==> config.mk <==
export PLATFORM = sky130hd
export DESIGN_NAME = lsu
export DESIGN_NICKNAME = d
export VERILOG_FILES = /design/src/rtl/lsu_pkg.sv /design/src/rtl/lsu_align.sv /design/src/rtl/lsu.sv
export SDC_FILE = /design/constraint.sdc
export NUM_CORES = 1
export LEC_CHECK = 0
export ABC_CLOCK_PERIOD_IN_PS = 3450
export CORE_MARGIN = 2
export CORE_UTILIZATION = 30
export DETAILED_ROUTE_END_ITERATION = 8
export PLACE_DENSITY = 0.59
export SETUP_SLACK_MARGIN = 0.1
export SLEW_MARGIN = 20
export SYNTH_ARGS = -nofsm -noshare
export SYNTH_HDL_FRONTEND = slang
export SYNTH_SLANG_ARGS = --single-unit
==> constraint.sdc <==
create_clock -name clk -period 3.45 [get_ports clk]
set_input_delay 0.5175 -clock clk [delete_from_list [all_inputs] [get_ports clk]]
set_output_delay 0.5175 -clock clk [all_outputs]
set_load 0.02 [all_outputs]
==> src/rtl/lsu_pkg.sv <==
// Shared types and helpers for the load/store unit.
// Optional feature: LSU_MISALIGN_EN enables split (misaligned) accesses
// and the ACC1 state; without it a split access completes with an error.
package lsu_pkg;

  // Access size/extension encoding carried on req_ctrl.
  typedef enum logic [2:0] {
    LS_B  = 3'b000,
    LS_H  = 3'b001,
    LS_W  = 3'b010,
    LS_BU = 3'b100,
    LS_HU = 3'b101
  } ls_ctrl_e;

`ifdef LSU_MISALIGN_EN
  typedef enum logic [1:0] {
    IDLE = 2'd0,
    ACC0 = 2'd1,
    ACC1 = 2'd2,
    RESP = 2'd3
  } lsu_state_e;
`else
  typedef enum logic [1:0] {
    IDLE = 2'd0,
    ACC0 = 2'd1,
    RESP = 2'd3
  } lsu_state_e;
`endif

  // Number of bytes touched by an access of the given encoding.
  function automatic logic [2:0] ls_size(input logic [2:0] ctrl);
    logic [2:0] sz;
    case (ctrl[1:0])
      2'b00:   sz = 3'd1;
      2'b01:   sz = 3'd2;
      default: sz = 3'd4;
    endcase
    return sz;
  endfunction

  // Encodings that exist, and unsigned variants only make sense for loads.
  function automatic logic ls_legal(input logic we, input logic [2:0] ctrl);
    logic ok;
    case (ctrl)
      LS_B, LS_H, LS_W: ok = 1'b1;
      LS_BU, LS_HU:     ok = ~we;
      default:          ok = 1'b0;
    endcase
    return ok;
  endfunction

  // An access is split when it runs past the end of its 32-bit word.
  function automatic logic ls_split(input logic [1:0] addr_lo, input logic [2:0] ctrl);
    return (({1'b0, addr_lo} + ls_size(ctrl)) > 3'd4);
  endfunction

endpackage

==> src/rtl/lsu_align.sv <==
// Lane alignment for the LSU: store byte enables and data shifting, and
// load word assembly plus sign/zero extension. Purely combinational.
// With LSU_MISALIGN_EN the upper halves (spill into the next word) are
// produced as well; otherwise only the single-word view exists.
module lsu_align
  import lsu_pkg::*;
(
  input  logic [2:0]  ctrl_i,
  input  logic [1:0]  off_i,
  input  logic [31:0] wdata_i,
  input  logic [31:0] rdata_lo_i,
`ifdef LSU_MISALIGN_EN
  input  logic [31:0] rdata_hi_i,
  output logic [3:0]  be1_o,
  output logic [31:0] wdata1_o,
`endif
  output logic [3:0]  be0_o,
  output logic [31:0] wdata0_o,
  output logic [31:0] ldata_o
);

  logic [4:0]  sh;
  logic [31:0] wmask;
  logic [31:0] word;
`ifdef LSU_MISALIGN_EN
  logic [7:0]  be_base;
  logic [7:0]  be_wide;
  logic [63:0] w_wide;
`else
  logic [3:0]  be_base;
`endif

  // Shift store lanes and enables by the byte offset; gather load bytes.
  always_comb begin
    sh = {off_i, 3'b000};
    case (ls_size(ctrl_i))
      3'd1: begin
`ifdef LSU_MISALIGN_EN
        be_base = 8'h01;
`else
        be_base = 4'h1;
`endif
        wmask = 32'h0000_00FF;
      end
      3'd2: begin
`ifdef LSU_MISALIGN_EN
        be_base = 8'h03;
`else
        be_base = 4'h3;
`endif
        wmask = 32'h0000_FFFF;
      end
      default: begin
`ifdef LSU_MISALIGN_EN
        be_base = 8'h0F;
`else
        be_base = 4'hF;
`endif
        wmask = 32'hFFFF_FFFF;
      end
    endcase
`ifdef LSU_MISALIGN_EN
    be_wide  = be_base << off_i;
    w_wide   = {32'd0, wdata_i & wmask} << sh;
    be0_o    = be_wide[3:0];
    be1_o    = be_wide[7:4];
    wdata0_o = w_wide[31:0];
    wdata1_o = w_wide[63:32];
    // A zero offset shifts the high word out entirely (shift by 32).
    word     = (rdata_lo_i >> sh) | (rdata_hi_i << (6'd32 - {1'b0, sh}));
`else
    be0_o    = be_base << off_i;
    wdata0_o = (wdata_i & wmask) << sh;
    word     = rdata_lo_i >> sh;
`endif
  end

  // Extend the assembled load to 32 bits according to the access type.
  always_comb begin
    case (ctrl_i)
      LS_B:    ldata_o = {{24{word[7]}}, word[7:0]};
      LS_H:    ldata_o = {{16{word[15]}}, word[15:0]};
      LS_BU:   ldata_o = {24'd0, word[7:0]};
      LS_HU:   ldata_o = {16'd0, word[15:0]};
      default: ldata_o = word;
    endcase
  end

endmodule

==> src/rtl/lsu.sv <==
// Load/store unit: takes one core access at a time, issues one or two
// word-aligned memory requests, and returns an extended load result.
// Optional feature: LSU_MISALIGN_EN enables split accesses via ACC1;
// when undefined a split access completes immediately with rsp_err.
module lsu
  import lsu_pkg::*;
#(
  parameter int MEM_AW = 32
) (
  input  logic              clk,
  input  logic              rst,
  input  logic              req_valid,
  input  logic              req_we,
  input  logic [2:0]        req_ctrl,
  input  logic [31:0]       req_addr,
  input  logic [31:0]       req_wdata,
  output logic              busy,
  output logic              rsp_valid,
  output logic [31:0]       rsp_rdata,
  output logic              rsp_err,
  output logic              mem_req,
  output logic              mem_we,
  output logic [MEM_AW-1:0] mem_addr,
  output logic [3:0]        mem_be,
  output logic [31:0]       mem_wdata,
  input  logic              mem_ack,
  input  logic [31:0]       mem_rdata
);

  lsu_state_e        state_q;
  logic              we_q;
  logic [2:0]        ctrl_q;
  logic [1:0]        off_q;
  logic              busy_q;
  logic              rsp_valid_q;
  logic              rsp_err_q;
  logic [31:0]       rsp_rdata_q;
  logic              mem_req_q;
  logic              mem_we_q;
  logic [MEM_AW-1:0] mem_addr_q;
  logic [3:0]        mem_be_q;
  logic [31:0]       mem_wdata_q;

  logic [2:0]        al_ctrl;
  logic [1:0]        al_off;
  logic [3:0]        al_be0;
  logic [31:0]       al_wd0;
  logic [31:0]       al_ldata;
  logic              acc_ok;
  logic              final_ack;
  logic [MEM_AW-1:0] req_word_addr;

`ifdef LSU_MISALIGN_EN
  logic              split_q;
  logic [3:0]        be1_q;
  logic [31:0]       wd1_q;
  logic [31:0]       rdata0_q;
  logic [3:0]        al_be1;
  logic [31:0]       al_wd1;
  logic [31:0]       al_rdata_lo;
  logic              acc_split;
`endif

  // In IDLE the aligner looks at the incoming request, afterwards at the captured one.
  always_comb begin
    if (state_q == IDLE) begin
      al_ctrl = req_ctrl;
      al_off  = req_addr[1:0];
    end else begin
      al_ctrl = ctrl_q;
      al_off  = off_q;
    end
`ifdef LSU_MISALIGN_EN
    // For a split load the low word was captured at the ACC0 ack.
    if (state_q == ACC1) begin
      al_rdata_lo = rdata0_q;
    end else begin
      al_rdata_lo = mem_rdata;
    end
`endif
  end

  // Classify the incoming request and detect the ack that ends the access.
  always_comb begin
    req_word_addr = MEM_AW'({req_addr[31:2], 2'b00});
`ifdef LSU_MISALIGN_EN
    acc_split = ls_split(req_addr[1:0], req_ctrl);
    acc_ok    = ls_legal(req_we, req_ctrl);
    final_ack = mem_ack && (((state_q == ACC0) && !split_q) || (state_q == ACC1));
`else
    acc_ok    = ls_legal(req_we, req_ctrl) && !ls_split(req_addr[1:0], req_ctrl);
    final_ack = mem_ack && (state_q == ACC0);
`endif
  end

  lsu_align u_align (
    .ctrl_i     (al_ctrl),
    .off_i      (al_off),
    .wdata_i    (req_wdata),
`ifdef LSU_MISALIGN_EN
    .rdata_lo_i (al_rdata_lo),
    .rdata_hi_i (mem_rdata),
    .be1_o      (al_be1),
    .wdata1_o   (al_wd1),
`else
    .rdata_lo_i (mem_rdata),
`endif
    .be0_o      (al_be0),
    .wdata0_o   (al_wd0),
    .ldata_o    (al_ldata)
  );

  // Access FSM with all outputs registered; memory fields only move on accept or ack.
  always_ff @(posedge clk) begin
    if (rst) begin
      state_q     <= IDLE;
      we_q        <= 1'b0;
      ctrl_q      <= 3'b000;
      off_q       <= 2'b00;
      busy_q      <= 1'b0;
      rsp_valid_q <= 1'b0;
      rsp_err_q   <= 1'b0;
      rsp_rdata_q <= 32'd0;
      mem_req_q   <= 1'b0;
      mem_we_q    <= 1'b0;
      mem_addr_q  <= '0;
      mem_be_q    <= 4'b0000;
      mem_wdata_q <= 32'd0;
`ifdef LSU_MISALIGN_EN
      split_q     <= 1'b0;
      be1_q       <= 4'b0000;
      wd1_q       <= 32'd0;
      rdata0_q    <= 32'd0;
`endif
    end else begin
      case (state_q)
        IDLE: begin
          rsp_valid_q <= 1'b0;
          rsp_err_q   <= 1'b0;
          if (req_valid) begin
            we_q   <= req_we;
            ctrl_q <= req_ctrl;
            off_q  <= req_addr[1:0];
            busy_q <= 1'b1;
            if (acc_ok) begin
              state_q     <= ACC0;
              mem_req_q   <= 1'b1;
              mem_we_q    <= req_we;
              mem_addr_q  <= req_word_addr;
              mem_be_q    <= req_we ? al_be0 : 4'b1111;
              mem_wdata_q <= req_we ? al_wd0 : 32'd0;
`ifdef LSU_MISALIGN_EN
              split_q     <= acc_split;
              be1_q       <= req_we ? al_be1 : 4'b1111;
              wd1_q       <= req_we ? al_wd1 : 32'd0;
`endif
            end else begin
              state_q     <= RESP;
              rsp_valid_q <= 1'b1;
              rsp_err_q   <= 1'b1;
            end
          end
        end
        ACC0: begin
`ifdef LSU_MISALIGN_EN
          if (mem_ack && split_q) begin
            state_q     <= ACC1;
            mem_addr_q  <= mem_addr_q + MEM_AW'(32'd4);
            mem_be_q    <= be1_q;
            mem_wdata_q <= wd1_q;
            rdata0_q    <= mem_rdata;
          end
`endif
        end
`ifdef LSU_MISALIGN_EN
        ACC1: begin
          // Completion handled by the final-ack branch below.
        end
`endif
        RESP: begin
          state_q     <= IDLE;
          busy_q      <= 1'b0;
          rsp_valid_q <= 1'b0;
          rsp_err_q   <= 1'b0;
        end
        default: begin
          state_q   <= IDLE;
          busy_q    <= 1'b0;
          mem_req_q <= 1'b0;
        end
      endcase

      if (final_ack) begin
        state_q     <= RESP;
        mem_req_q   <= 1'b0;
        mem_we_q    <= 1'b0;
        rsp_valid_q <= 1'b1;
        rsp_err_q   <= 1'b0;
        if (!we_q) begin
          rsp_rdata_q <= al_ldata;
        end
      end
    end
  end

  assign busy      = busy_q;
  assign rsp_valid = rsp_valid_q;
  assign rsp_err   = rsp_err_q;
  assign rsp_rdata = rsp_rdata_q;
  assign mem_req   = mem_req_q;
  assign mem_we    = mem_we_q;
  assign mem_addr  = mem_addr_q;
  assign mem_be    = mem_be_q;
  assign mem_wdata = mem_wdata_q;

endmodule

==> flow_metrics.env <==
export IMPL_status="finished, final reports clean"
export IMPL_fmax_mhz=336
export IMPL_grt_pass1_vias=5149
export IMPL_drtIter0Drc=310
export IMPL_place_ws_ns=0.137
export IMPL_synth_top_area_cell="dfxtp_1"
export IMPL_vias_per_cell=5.00
export IMPL_total_leakage_power_nw=2.82
export IMPL_synth_avg_cell_area_um2=7.55
export IMPL_finalPower_mw=4.12
export IMPL_rsz0062_at_grt="no"
export IMPL_ios=209
export IMPL_synth_compound_area_share=0.232
export IMPL_cts_resized=0
export IMPL_first_pass_iters=4
export IMPL_drt_wl_total_mm=18.2
export IMPL_antenna_found_initial=0
export IMPL_cp_top_family="buffers and inverters"
export IMPL_async_flop_share=0
export IMPL_initial_core_util=0.305
export IMPL_seq_area_frac_synth=0.424
export IMPL_route_detailed_drc=0
export IMPL_synthTopCellsByArea="dfxtp_1 (42%), nand2_1 (11%), a21oi_1 (8.9%)"
export IMPL_cap_violations=0
export IMPL_min_path_cells=2
export IMPL_gp_congestion=0.841
export IMPL_final_cell_mix="clkdlybuf4s50_1 (205), nand2_1 (151), dfxtp_1 (111)"
export IMPL_antennaDiodeCount=0
export IMPL_startpoint_type="primary input"
export IMPL_min_from="mem_wdata[18]"
export IMPL_vdd_ir_drop_max_mv=0.308
export IMPL_design_die_area_um2=18500
export IMPL_yosys_most_used_dff="dfxtp_1"
export IMPL_final_common_cell="clkdlybuf4s50_1"
export IMPL_worst_pin_slew_ns=0.975
export IMPL_drive_above_1_share=0.0569
export IMPL_grt_overflow=0
export IMPL_coreArea_um2=17200
export IMPL_die_y_um=136
export IMPL_portBuffers=206
export IMPL_yosys_area_share_simple=0.240
export IMPL_slowest_stage="buf_4"
export IMPL_syn_cell_area_um2=5240
export IMPL_worstPathArrival_ns=3.24
export IMPL_num_fill_cells=1764
export IMPL_drtAntennaViolNets=0
export IMPL_synth_top_cell_area_share=0.424
export IMPL_min_period_ns=2.98
export IMPL_setup_tns_ns=0
export IMPL_skew_ns=0.00887
export IMPL_cts_buffer_depth=2
export IMPL_grt_pass1_wl_mm=28.1
export IMPL_fin_ws_ns=0.470
export IMPL_place_hpwl_mm=12.8
export IMPL_synth_cells=693
export IMPL_cellPowerDensity_nw_per_um2=528
export IMPL_clock_latency_ns=0.35
export IMPL_reg2regPathDepth=7
export IMPL_synth_adder_area_share=0.0134
export IMPL_critPathRequiredTime_ns=3.71
export IMPL_vias=5519
export IMPL_cts_root_buf="clkbuf_16"
export IMPL_min_period_over_period=0.864
export IMPL_r2r_start="state_q[1]"
export IMPL_nets=984
export IMPL_fin_hold_ws_ns=0.450
export IMPL_synth_mux_area_fraction=0.0296
export IMPL_synth_xor_area_frac=0.00167
export IMPL_cts_buffers=9
export IMPL_syn2layout_area_growth_pct=49.0
export IMPL_grt_max_degree=67
export IMPL_grt_usage=0.193
export IMPL_final_core_utilization=0.454
export IMPL_r2r_end="rsp_rdata[9]"
export IMPL_dieWidth_um=136
export IMPL_hold_buffers=0
export IMPL_crit_buf_inv=3
export IMPL_cts_tree="built"
export IMPL_critPathKind="primary input to flip-flop"
export IMPL_synth_edf_count=0
export IMPL_synth_warning_count=0
export IMPL_ys_ff_latch=111
export IMPL_ys_types=45
export IMPL_hold_class="flip-flop to flip-flop"
export IMPL_routedWlPerCell_um=16.5
export IMPL_clkTransAtPathRegs_ns=0.08
export IMPL_critPathMaxStageDelay_ns=0.50
export IMPL_htreeDepth=3
export IMPL_drv_slew=0
export IMPL_path_max_fanout=55
export IMPL_reg2reg_setup_slack_ns=0.58
export IMPL_postCtsSetupRepairBufs=0
export IMPL_finalHoldViolations=0
export IMPL_worstPathCellList="clkdlybuf4s50_1 > nor2_1 > ha_1 > inv_1 > fa_1 > nor2b_1 > o22ai_1 > or2_2 > buf_4 > nand2_1 > a211oi_1"
export IMPL_synth_top_family_by_area="simple AND/OR/NAND/NOR gates"
export IMPL_cts_sinks=111
export IMPL_relSlewSlack=0.345
export IMPL_setup_violations_final=0
export IMPL_min_to="mem_wdata[18]"
export IMPL_cp_end_kind="flip-flop"
export IMPL_row_count=48
how the worst max path moves through the flow:
stage | from | end | cells after the start
floorplan | req_ctrl[1] | mem_wdata[10] | 12
global placement | req_ctrl[0] | mem_we | 11
detailed placement | req_ctrl[0] | mem_we | 11
CTS | req_ctrl[0] | mem_we | 11
global route | req_ctrl[0] | mem_we | 11
finish | req_ctrl[0] | mem_we | 11
cell type report:
type                            count  area (µm²)  area share
Tap cell                          225         282      0.0361
Sequential cell                   111        2220       0.285
Inverter                           13        48.8     0.00626
Multi-Input combinational cell    513        2750       0.352
Clock inverter                      5        35.0     0.00449
Timing Repair Buffer              227        2230       0.286
Clock buffer                       10         239      0.0306
logic make-up after synthesis:
group,count (synthesis)
AO/OA/AOI/OAI,190
XOR/XNOR,1
buffers and inverters,70
AND/OR/NAND/NOR,301
multiplexers,14
adder cells (fa/ha/maj),5
flip-flops,111
other,1
cell usage after synthesis, types with 2 or more instances:
| master | instances |
|---|---|
| nand2_1 | 151 |
| dfxtp_1 | 111 |
| a21oi_1 | 93 |
| nor2_1 | 86 |
| clkbuf_1 | 38 |
| nand3_1 | 29 |
| a211oi_1 | 26 |
| nor3_1 | 19 |
| a22oi_1 | 16 |
| buf_2 | 13 |
| inv_1 | 13 |
| mux2i_1 | 11 |
| o21ai_0 | 10 |
| a22o_1 | 9 |
| o21a_1 | 8 |
| o31ai_1 | 8 |
| a2bb2oi_1 | 7 |
| ha_1 | 4 |
| nor2b_1 | 4 |
| nand2b_1 | 3 |
| a22oi_2 | 2 |
| buf_1 | 2 |
| buf_4 | 2 |
| buf_6 | 2 |
| mux2_2 | 2 |
| nor3b_1 | 2 |
| o22ai_1 | 2 |
| o2bb2ai_1 | 2 |
| o32ai_1 | 2 |
worst register-to-register path: stages, from the launching register on:
cell       delay [ns]
dfxtp_1          0.34
inv_1            0.09
ha_1             0.42
buf_4            0.26
mux2_2           0.42
nor3_1           0.81
a2bb2oi_1        0.17
a211oi_1         0.27
report_power, final:
part | leakage, nW | switching (mW) | internal, mW
Combinational | 1.78 | 0.963 | 0.683
Clock | 0.134 | 0.499 | 0.507
Sequential | 0.901 | 0.0710 | 1.40
layer usage:
| layer | wire length, µm | global-route usage |
|---|---|---|
| met5 | 0 | 0 |
| met4 | 163 | 0.0538 |
| met3 | 1310 | 0.0391 |
| met2 | 8400 | 0.309 |
| met1 | 8330 | 0.263 |
metrics by stage:
step	area (µm²)	std cells
after floorplan	5240	694
after global placement	7530	1089
after detailed placement	7530	1089
after CTS	7800	1104
after global routing	7800	1104
final	7800	1104
registers in the layout, indices dropped and copies added, names as in the netlist, 2 cells and up:
name,flops
off_q,2
mem_wdata,32
mem_addr,30
state_q,2
rsp_rdata,32
mem_be,4
ctrl_q,3
Power figures use the tool's default switching activity.
